==> src/rtl/vsetvl_unit_pkg.sv <==
// Shared definitions for the vsetvl configuration unit: vtype field layout,
// SEW/LMUL encodings, and the request FSM state type.
package vsetvl_unit_pkg;

   // vtype field positions: {vill, lmul_enc[2:0], sew_enc[2:0]}
   localparam int VILL_BIT = 6;
   localparam int LMUL_MSB = 5;
   localparam int LMUL_LSB = 3;
   localparam int SEW_MSB  = 2;
   localparam int SEW_LSB  = 0;

   // Value committed to vtype whenever the configuration is illegal
   localparam logic [6:0] VTYPE_ILLEGAL = 7'h40;

   // SEW encodings
   localparam logic [2:0] SEW_ENC_4  = 3'b000;
   localparam logic [2:0] SEW_ENC_8  = 3'b001;
   localparam logic [2:0] SEW_ENC_16 = 3'b010;
   localparam logic [2:0] SEW_ENC_32 = 3'b011;
   localparam logic [2:0] SEW_ENC_64 = 3'b100;

   // LMUL encodings
   localparam logic [2:0] LMUL_ENC_1  = 3'b000;
   localparam logic [2:0] LMUL_ENC_2  = 3'b001;
   localparam logic [2:0] LMUL_ENC_4  = 3'b010;
   localparam logic [2:0] LMUL_ENC_8  = 3'b011;
   localparam logic [2:0] LMUL_ENC_16 = 3'b100;

   typedef enum logic [1:0] {
      ST_IDLE = 2'd0,
      ST_CALC = 2'd1,
      ST_RESP = 2'd2
   } state_t;

   // Assemble a legal vtype word from its encoded fields
   function automatic logic [6:0] pack_vtype(input logic [2:0] lmul_enc,
                                             input logic [2:0] sew_enc);
      return {1'b0, lmul_enc, sew_enc};
   endfunction

endpackage

==> src/rtl/vsetvl_unit_vtype_encoder.sv <==
// Combinational numeric SEW/LMUL to vtype-field encoder; the inverse of the
// vtype decoder. Unsupported values clear the matching valid flag.
module vtype_encoder
   import vsetvl_unit_pkg::*;
(
   input  logic [6:0] sew,
   input  logic [4:0] lmul,
   output logic [2:0] sew_enc,
   output logic       sew_ok,
   output logic [2:0] lmul_enc,
   output logic       lmul_ok
);

   // Map numeric SEW to its 3-bit encoding
   // NOTE: every output gets a default before the case so no latch is inferred.
   always_comb begin
      sew_enc = SEW_ENC_4;
      sew_ok  = 1'b1;
      case (sew)
         7'd4:    sew_enc = SEW_ENC_4;
         7'd8:    sew_enc = SEW_ENC_8;
         7'd16:   sew_enc = SEW_ENC_16;
         7'd32:   sew_enc = SEW_ENC_32;
         7'd64:   sew_enc = SEW_ENC_64;
         default: sew_ok  = 1'b0;
      endcase
   end

   // Map numeric LMUL to its 3-bit encoding
   always_comb begin
      lmul_enc = LMUL_ENC_1;
      lmul_ok  = 1'b1;
      case (lmul)
         5'd1:    lmul_enc = LMUL_ENC_1;
         5'd2:    lmul_enc = LMUL_ENC_2;
         5'd4:    lmul_enc = LMUL_ENC_4;
         5'd8:    lmul_enc = LMUL_ENC_8;
         5'd16:   lmul_enc = LMUL_ENC_16;
         default: lmul_ok  = 1'b0;
      endcase
   end

endmodule

==> src/rtl/vsetvl_unit.sv <==
// vsetvl execution unit: latches a request, encodes vtype, computes VLMAX
// and the granted vl, and commits vtype/vl on the response handshake.
module vsetvl_unit
   import vsetvl_unit_pkg::*;
#(
   parameter int VLEN = 128,
   parameter int XLEN = 32,
   parameter int VL_W = $clog2(VLEN*4)+1
) (
   input  logic            clk,
   input  logic            rst_n,
   input  logic            flush,
   input  logic            req_valid,
   output logic            req_ready,
   input  logic [6:0]      req_sew,
   input  logic [4:0]      req_lmul,
   input  logic [XLEN-1:0] req_avl,
   input  logic            req_avl_max,
   input  logic            req_keep_vl,
   output logic            rsp_valid,
   input  logic            rsp_ready,
   output logic [VL_W-1:0] rsp_vl,
   output logic            rsp_vill,
   output logic [6:0]      csr_vtype,
   output logic [VL_W-1:0] csr_vl
);

   // VLEN << 4 exceeds VL_W bits before the SEW shift brings it back in range,
   // so the shift chain runs four bits wider and the result is then narrowed.
   localparam int WIDE_W = VL_W + 4;
   localparam int CMP_W  = (XLEN > VL_W) ? XLEN : VL_W;

   state_t            state, next_state;

   logic [6:0]        lat_sew;
   logic [4:0]        lat_lmul;
   logic [XLEN-1:0]   lat_avl;
   logic              lat_avl_max;
   logic              lat_keep_vl;

   logic [2:0]        sew_enc, lmul_enc;
   logic              sew_ok, lmul_ok;

   logic [WIDE_W-1:0] vlmax_wide;
   logic [VL_W-1:0]   vlmax;
   logic [CMP_W-1:0]  avl_cmp, vlmax_cmp;
   logic              calc_vill;
   logic [VL_W-1:0]   calc_vl;
   logic [6:0]        calc_vtype;
   logic [6:0]        rsp_vtype;

   vtype_encoder u_encoder (
      .sew      (lat_sew),
      .lmul     (lat_lmul),
      .sew_enc  (sew_enc),
      .sew_ok   (sew_ok),
      .lmul_enc (lmul_enc),
      .lmul_ok  (lmul_ok)
   );

   assign vlmax_wide = (WIDE_W'(VLEN) << lmul_enc) >> ({1'b0, sew_enc} + 4'd2);
   assign vlmax      = vlmax_wide[VL_W-1:0];
   assign avl_cmp    = CMP_W'(lat_avl);
   assign vlmax_cmp  = CMP_W'(vlmax);

   // Select the granted vl in priority order: illegal, AVL=max, keep, min
   always_comb begin
      calc_vill = !(sew_ok && lmul_ok);
      calc_vl   = '0;
      if (calc_vill) begin
         calc_vl = '0;
      end else if (lat_avl_max) begin
         calc_vl = vlmax;
      end else if (lat_keep_vl) begin
         if (csr_vl <= vlmax) begin
            calc_vl = csr_vl;
         end else begin
            calc_vill = 1'b1;
         end
      end else if (avl_cmp < vlmax_cmp) begin
         calc_vl = avl_cmp[VL_W-1:0];
      end else begin
         calc_vl = vlmax;
      end
      calc_vtype = calc_vill ? VTYPE_ILLEGAL : pack_vtype(lmul_enc, sew_enc);
   end

   // FSM state register
   // NOTE: sequential state uses non-blocking assignments so every flop
   // samples pre-edge values regardless of block ordering.
   always_ff @(posedge clk or negedge rst_n) begin
      if (!rst_n) state <= ST_IDLE;
      else        state <= next_state;
   end

   // Next-state logic; flush aborts CALC/RESP and beats a same-cycle rsp_ready
   always_comb begin
      next_state = state;
      case (state)
         ST_IDLE: if (req_valid)            next_state = ST_CALC;
         ST_CALC: next_state = flush ? ST_IDLE : ST_RESP;
         ST_RESP: if (flush || rsp_ready)   next_state = ST_IDLE;
         default: next_state = ST_IDLE;
      endcase
   end

   assign req_ready = (state == ST_IDLE);
   assign rsp_valid = (state == ST_RESP);

   // Request latch, result registers and architectural CSRs
   always_ff @(posedge clk or negedge rst_n) begin
      if (!rst_n) begin
         lat_sew     <= '0;
         lat_lmul    <= '0;
         lat_avl     <= '0;
         lat_avl_max <= 1'b0;
         lat_keep_vl <= 1'b0;
         rsp_vl      <= '0;
         rsp_vill    <= 1'b0;
         rsp_vtype   <= VTYPE_ILLEGAL;
         csr_vtype   <= VTYPE_ILLEGAL;
         csr_vl      <= '0;
      end else begin
         case (state)
            ST_IDLE: if (req_valid) begin
               lat_sew     <= req_sew;
               lat_lmul    <= req_lmul;
               lat_avl     <= req_avl;
               lat_avl_max <= req_avl_max;
               lat_keep_vl <= req_keep_vl;
            end
            ST_CALC: if (!flush) begin
               rsp_vl    <= calc_vl;
               rsp_vill  <= calc_vill;
               rsp_vtype <= calc_vtype;
            end
            ST_RESP: if (rsp_ready && !flush) begin
               csr_vtype <= rsp_vtype;
               csr_vl    <= rsp_vl;
            end
            default: ;
         endcase
      end
   end

endmodule

==> config.mk <==
export PLATFORM = sky130hd
export DESIGN_NAME = vsetvl_unit
export DESIGN_NICKNAME = d
export VERILOG_FILES = /design/src/rtl/vsetvl_unit_pkg.sv /design/src/rtl/vsetvl_unit_vtype_encoder.sv /design/src/rtl/vsetvl_unit.sv
export SDC_FILE = /design/constraint.sdc
export NUM_CORES = 1
export LEC_CHECK = 0
export BUFFER_PORTS_ARGS = -buffer_cell sky130_fd_sc_hd__buf_2
export CAP_MARGIN = 30
export CORE_ASPECT_RATIO = 0.75
export CORE_UTILIZATION = 55
export CTS_CLUSTER_SIZE = 16
export DETAILED_ROUTE_END_ITERATION = 10
export MAX_ROUTING_LAYER = met4
export PLACE_DENSITY = 0.79
export SLEW_MARGIN = 5
export SYNTH_ARGS = -nofsm -noshare
export SYNTH_HDL_FRONTEND = slang
export SYNTH_SLANG_ARGS = --single-unit
==> constraint.sdc <==
create_clock -name clk -period 5.39 [get_ports clk]
set_input_delay 0.2695 -clock clk [delete_from_list [all_inputs] [get_ports clk]]
set_output_delay 0.2695 -clock clk [all_outputs]
set_load 0.005 [all_outputs]
==> impl_metrics.env <==
export IMPL_min_path_type="in2reg"
export IMPL_postCtsResizedCells=0
export IMPL_cp_max_fo=9
export IMPL_place_congestion=0.961
export IMPL_powerDensity_mw_per_mm2=347
export IMPL_cpMostUsedCell="nor2_1"
export IMPL_yosysUniqueCellTypes=57
export IMPL_port_buffers=80
export IMPL_clk_pin_slew_worst_paths_ns=0.09
export IMPL_worst_pin_slew_ns=0.856
export IMPL_drv_slew=0
export IMPL_clk_latency_ns=0.36
export IMPL_cts_tree="yes"
export IMPL_rsz0062_at_grt="no"
export IMPL_final_setup_tns_ns=0
export IMPL_relSlewSlack_pct=43.0
export IMPL_synthArstFlopShare_pct=100
export IMPL_finalClockSkew_ns=0.00990
export IMPL_clockRootBuffer="clkbuf_8"
export IMPL_cts_sinks=83
export IMPL_ys_seq_area_share_pct=47.8
export IMPL_worstPathArrival_ns=4.74
export IMPL_core_area_mm2=0.00750
export IMPL_synth_warning_count=0
export IMPL_netlist_area_mm2=0.00435
export IMPL_drt_pass1_iter_count=4
export IMPL_synth_compound_area_share_pct=14.1
export IMPL_synthAdderAreaFrac_pct=5.46
export IMPL_grt_first_pass_wirelength_um=17300
export IMPL_min_period_ns=4.48
export IMPL_fin_nets=533
export IMPL_pre_cts_slack_ns=1.10
export IMPL_io_pins=81
export IMPL_fin_crit_sh_pct=83.1
export IMPL_finalWorstSetupSlack_ns=0.910
export IMPL_numCtsBuffers=9
export IMPL_cts_buffer_depth=2
export IMPL_die_height_um=79.0
export IMPL_worstPathRequired_ns=5.65
export IMPL_via_per_inst=6.02
export IMPL_grt_ovfl_total=0
export IMPL_finalHoldViolCount=0
export IMPL_synth_top_family_by_area="multiplexers"
export IMPL_die_area_mm2=0.00828
export IMPL_synthMuxAreaShare_pct=16.5
export IMPL_crit_chain="or4_1, or3_1, mux2i_4, a32oi_1, nor2_1, inv_1, ha_1, and4_1, and3_1, o21ai_0, nor2_1, a32o_1, a311oi_1, o31ai_1"
export IMPL_drtAntennaViolNets=0
export IMPL_row_count=27
export IMPL_cts_max_level=3
export IMPL_wl_um=10400
export IMPL_start_util_pct=58.0
export IMPL_leakagePower_nw=2.28
export IMPL_area_growth_pct=17.0
export IMPL_clock_fmax_ghz=0.223
export IMPL_endpoint_kind="register"
export IMPL_ys_flop_type="dfrtp_1"
export IMPL_synth_simple_area_share_pct=12.6
export IMPL_slowest_stage="or4_1"
export IMPL_slowest_delay_ns=0.67
export IMPL_peakVddDrop_uv=250
export IMPL_dp_hpwl_um=7810
export IMPL_antenna_cells=0
export IMPL_antenna_found_initial=0
export IMPL_track_usage_pct=27.8
export IMPL_synth_nets=460
export IMPL_grt_start_max_net_pins=51
export IMPL_wl_per_cell_um=18.2
export IMPL_avgSynthCellArea_um2=11.2
export IMPL_ys_ff_latch=83
export IMPL_vias=3426
export IMPL_drt_iter0_drc=237
export IMPL_startpoint_type="register"
export IMPL_setup_violations=0
export IMPL_synth_enable_flop_cells=0
export IMPL_maxCapViolations=0
export IMPL_synth_cells=390
export IMPL_synthXorXnorAreaFrac_pct=0.805
export IMPL_worst_setup_path_type="reg2reg"
export IMPL_status="completed"
export IMPL_post_route_drc_count=0
export IMPL_die_x_um=105
export IMPL_final_layout_size_suffix_gt1_share_pct=36.3
export IMPL_grt_pass1_vias=3422
==> cells in the final DEF, fill, tap and decap left out, drive strengths merged, types with 7 or more instances in the layout <==
master	n
buf	82
dfrtp	81
mux2	60
nand2	30
o21ai	24
ha	19
a21oi	13
nor2	12
inv	12
clkbuf	9
nor3	9
nand3	8
nand2b	7
==> worst max-delay path, delay by kind of cell, from the launching register on <==
kind | cells | cell delay, ns
AND/OR/NAND/NOR | 6 | 2.57
adder cells (fa/ha/maj) | 1 | 0.30
flip-flops | 1 | 0.47
AO/OA/AOI/OAI | 5 | 0.67
multiplexers | 1 | 0.26
buffers and inverters | 1 | 0.12
==> cell type report <==
class                   count  area, µm²
multi-input cells         277       2160
inverters                   9       33.8
clock buffers               9        124
clock inverters             7        121
flip-flops and latches     83       2080
fillers                   601       2410
well taps                 101        126
repair buffers             83        453
==> path summary, 6_finish.rpt <==
path                              startpoint            to  slack, ns  depth (start not counted)
worst min-delay path                   flush      state[1]       0.09                          2
worst max-delay path              lat_sew[2]     rsp_vl[7]       0.91                         14
max in group asynchronous              rst_n  rsp_vtype[6]       4.32                          3
worst min register to register  rsp_vtype[4]  rsp_vtype[4]       0.49                          2
worst max register to register    lat_sew[2]     rsp_vl[7]       0.91                         14
min in group asynchronous              rst_n      state[1]       0.42                          2
==> metrics by stage <==
stage / power (mW) / cells / util, % / cell area (µm²) / hold WS (ns)
2_1_floorplan: 1.08 / 390 / - / 4350 / -0.0261
3_3_place_gp: 1.21 / 550 / 64.0 / 4800 / 0.457
3_5_place_dp: 1.22 / 551 / 64.2 / 4820 / 0.279
4_1_cts: 1.77 / 568 / 67.7 / 5070 / 0.0861
5_1_grt: 1.86 / 569 / 67.9 / 5090 / 0.0903
6_report: 1.77 / 569 / 67.9 / 5090 / 0.0942
==> power breakdown <==
part | internal [mW] | switching (mW)
logic | 0.199 | 0.201
registers | 0.716 | 0.103
clock network | 0.312 | 0.237
==> cell families (layout without fill, tap and decap cells) <==
| family | count (synthesis) | after routing |
|---|---|---|
| xor+xnor | 4 | 4 |
| fa+ha+maj | 19 | 19 |
| flops | 83 | 83 |
| simple gates | 102 | 102 |
| mux | 63 | 63 |
| other cells | 1 | 1 |
| compound gates | 88 | 88 |
| buf+inv | 30 | 108 |
==> cell usage after synthesis (all sizes together), types with 6 or more instances <==
cell | number | area, µm²
dfrtp | 81 | 2030
mux2 | 60 | 676
nand2 | 30 | 113
o21ai | 24 | 120
ha | 19 | 238
a21oi | 13 | 65.1
clkbuf | 13 | 48.8
nor2 | 12 | 45.0
inv | 9 | 33.8
nor3 | 9 | 50.1
buf | 8 | 36.3
nand3 | 8 | 40.0
nand2b | 7 | 43.8
a221oi | 6 | 52.6
and2 | 6 | 37.5
nor4 | 6 | 37.5
o211ai | 6 | 45.0
o21a | 6 | 45.0
==> metal layers <==
layer  track usage [%]  up-vias  part of all wire [%]
met4              7.75        0                  0.90
met3              6.73       11                   8.9
met1              38.0     1664                    47
li1                  -     1605                     -
met5                 -        -                     0
met2              41.7      146                    44
==> sequential cells by signal (all words and copies together) (netlist names) <==
register     flops
lat_lmul         5
rsp_vl          10
avl_cmp         32
lat_avl_max      1
rsp_vill         1
lat_keep_vl      1
csr_vtype        7
state            2
rsp_vtype        7
lat_sew          7
csr_vl          10
==> what timing repair did <==
action                    4_1_cts  5_1_grt
hold endpoints to repair       37        0
hold buffers                    1        0
setup buffers                   0        0
Power figures use the tool's default switching activity.
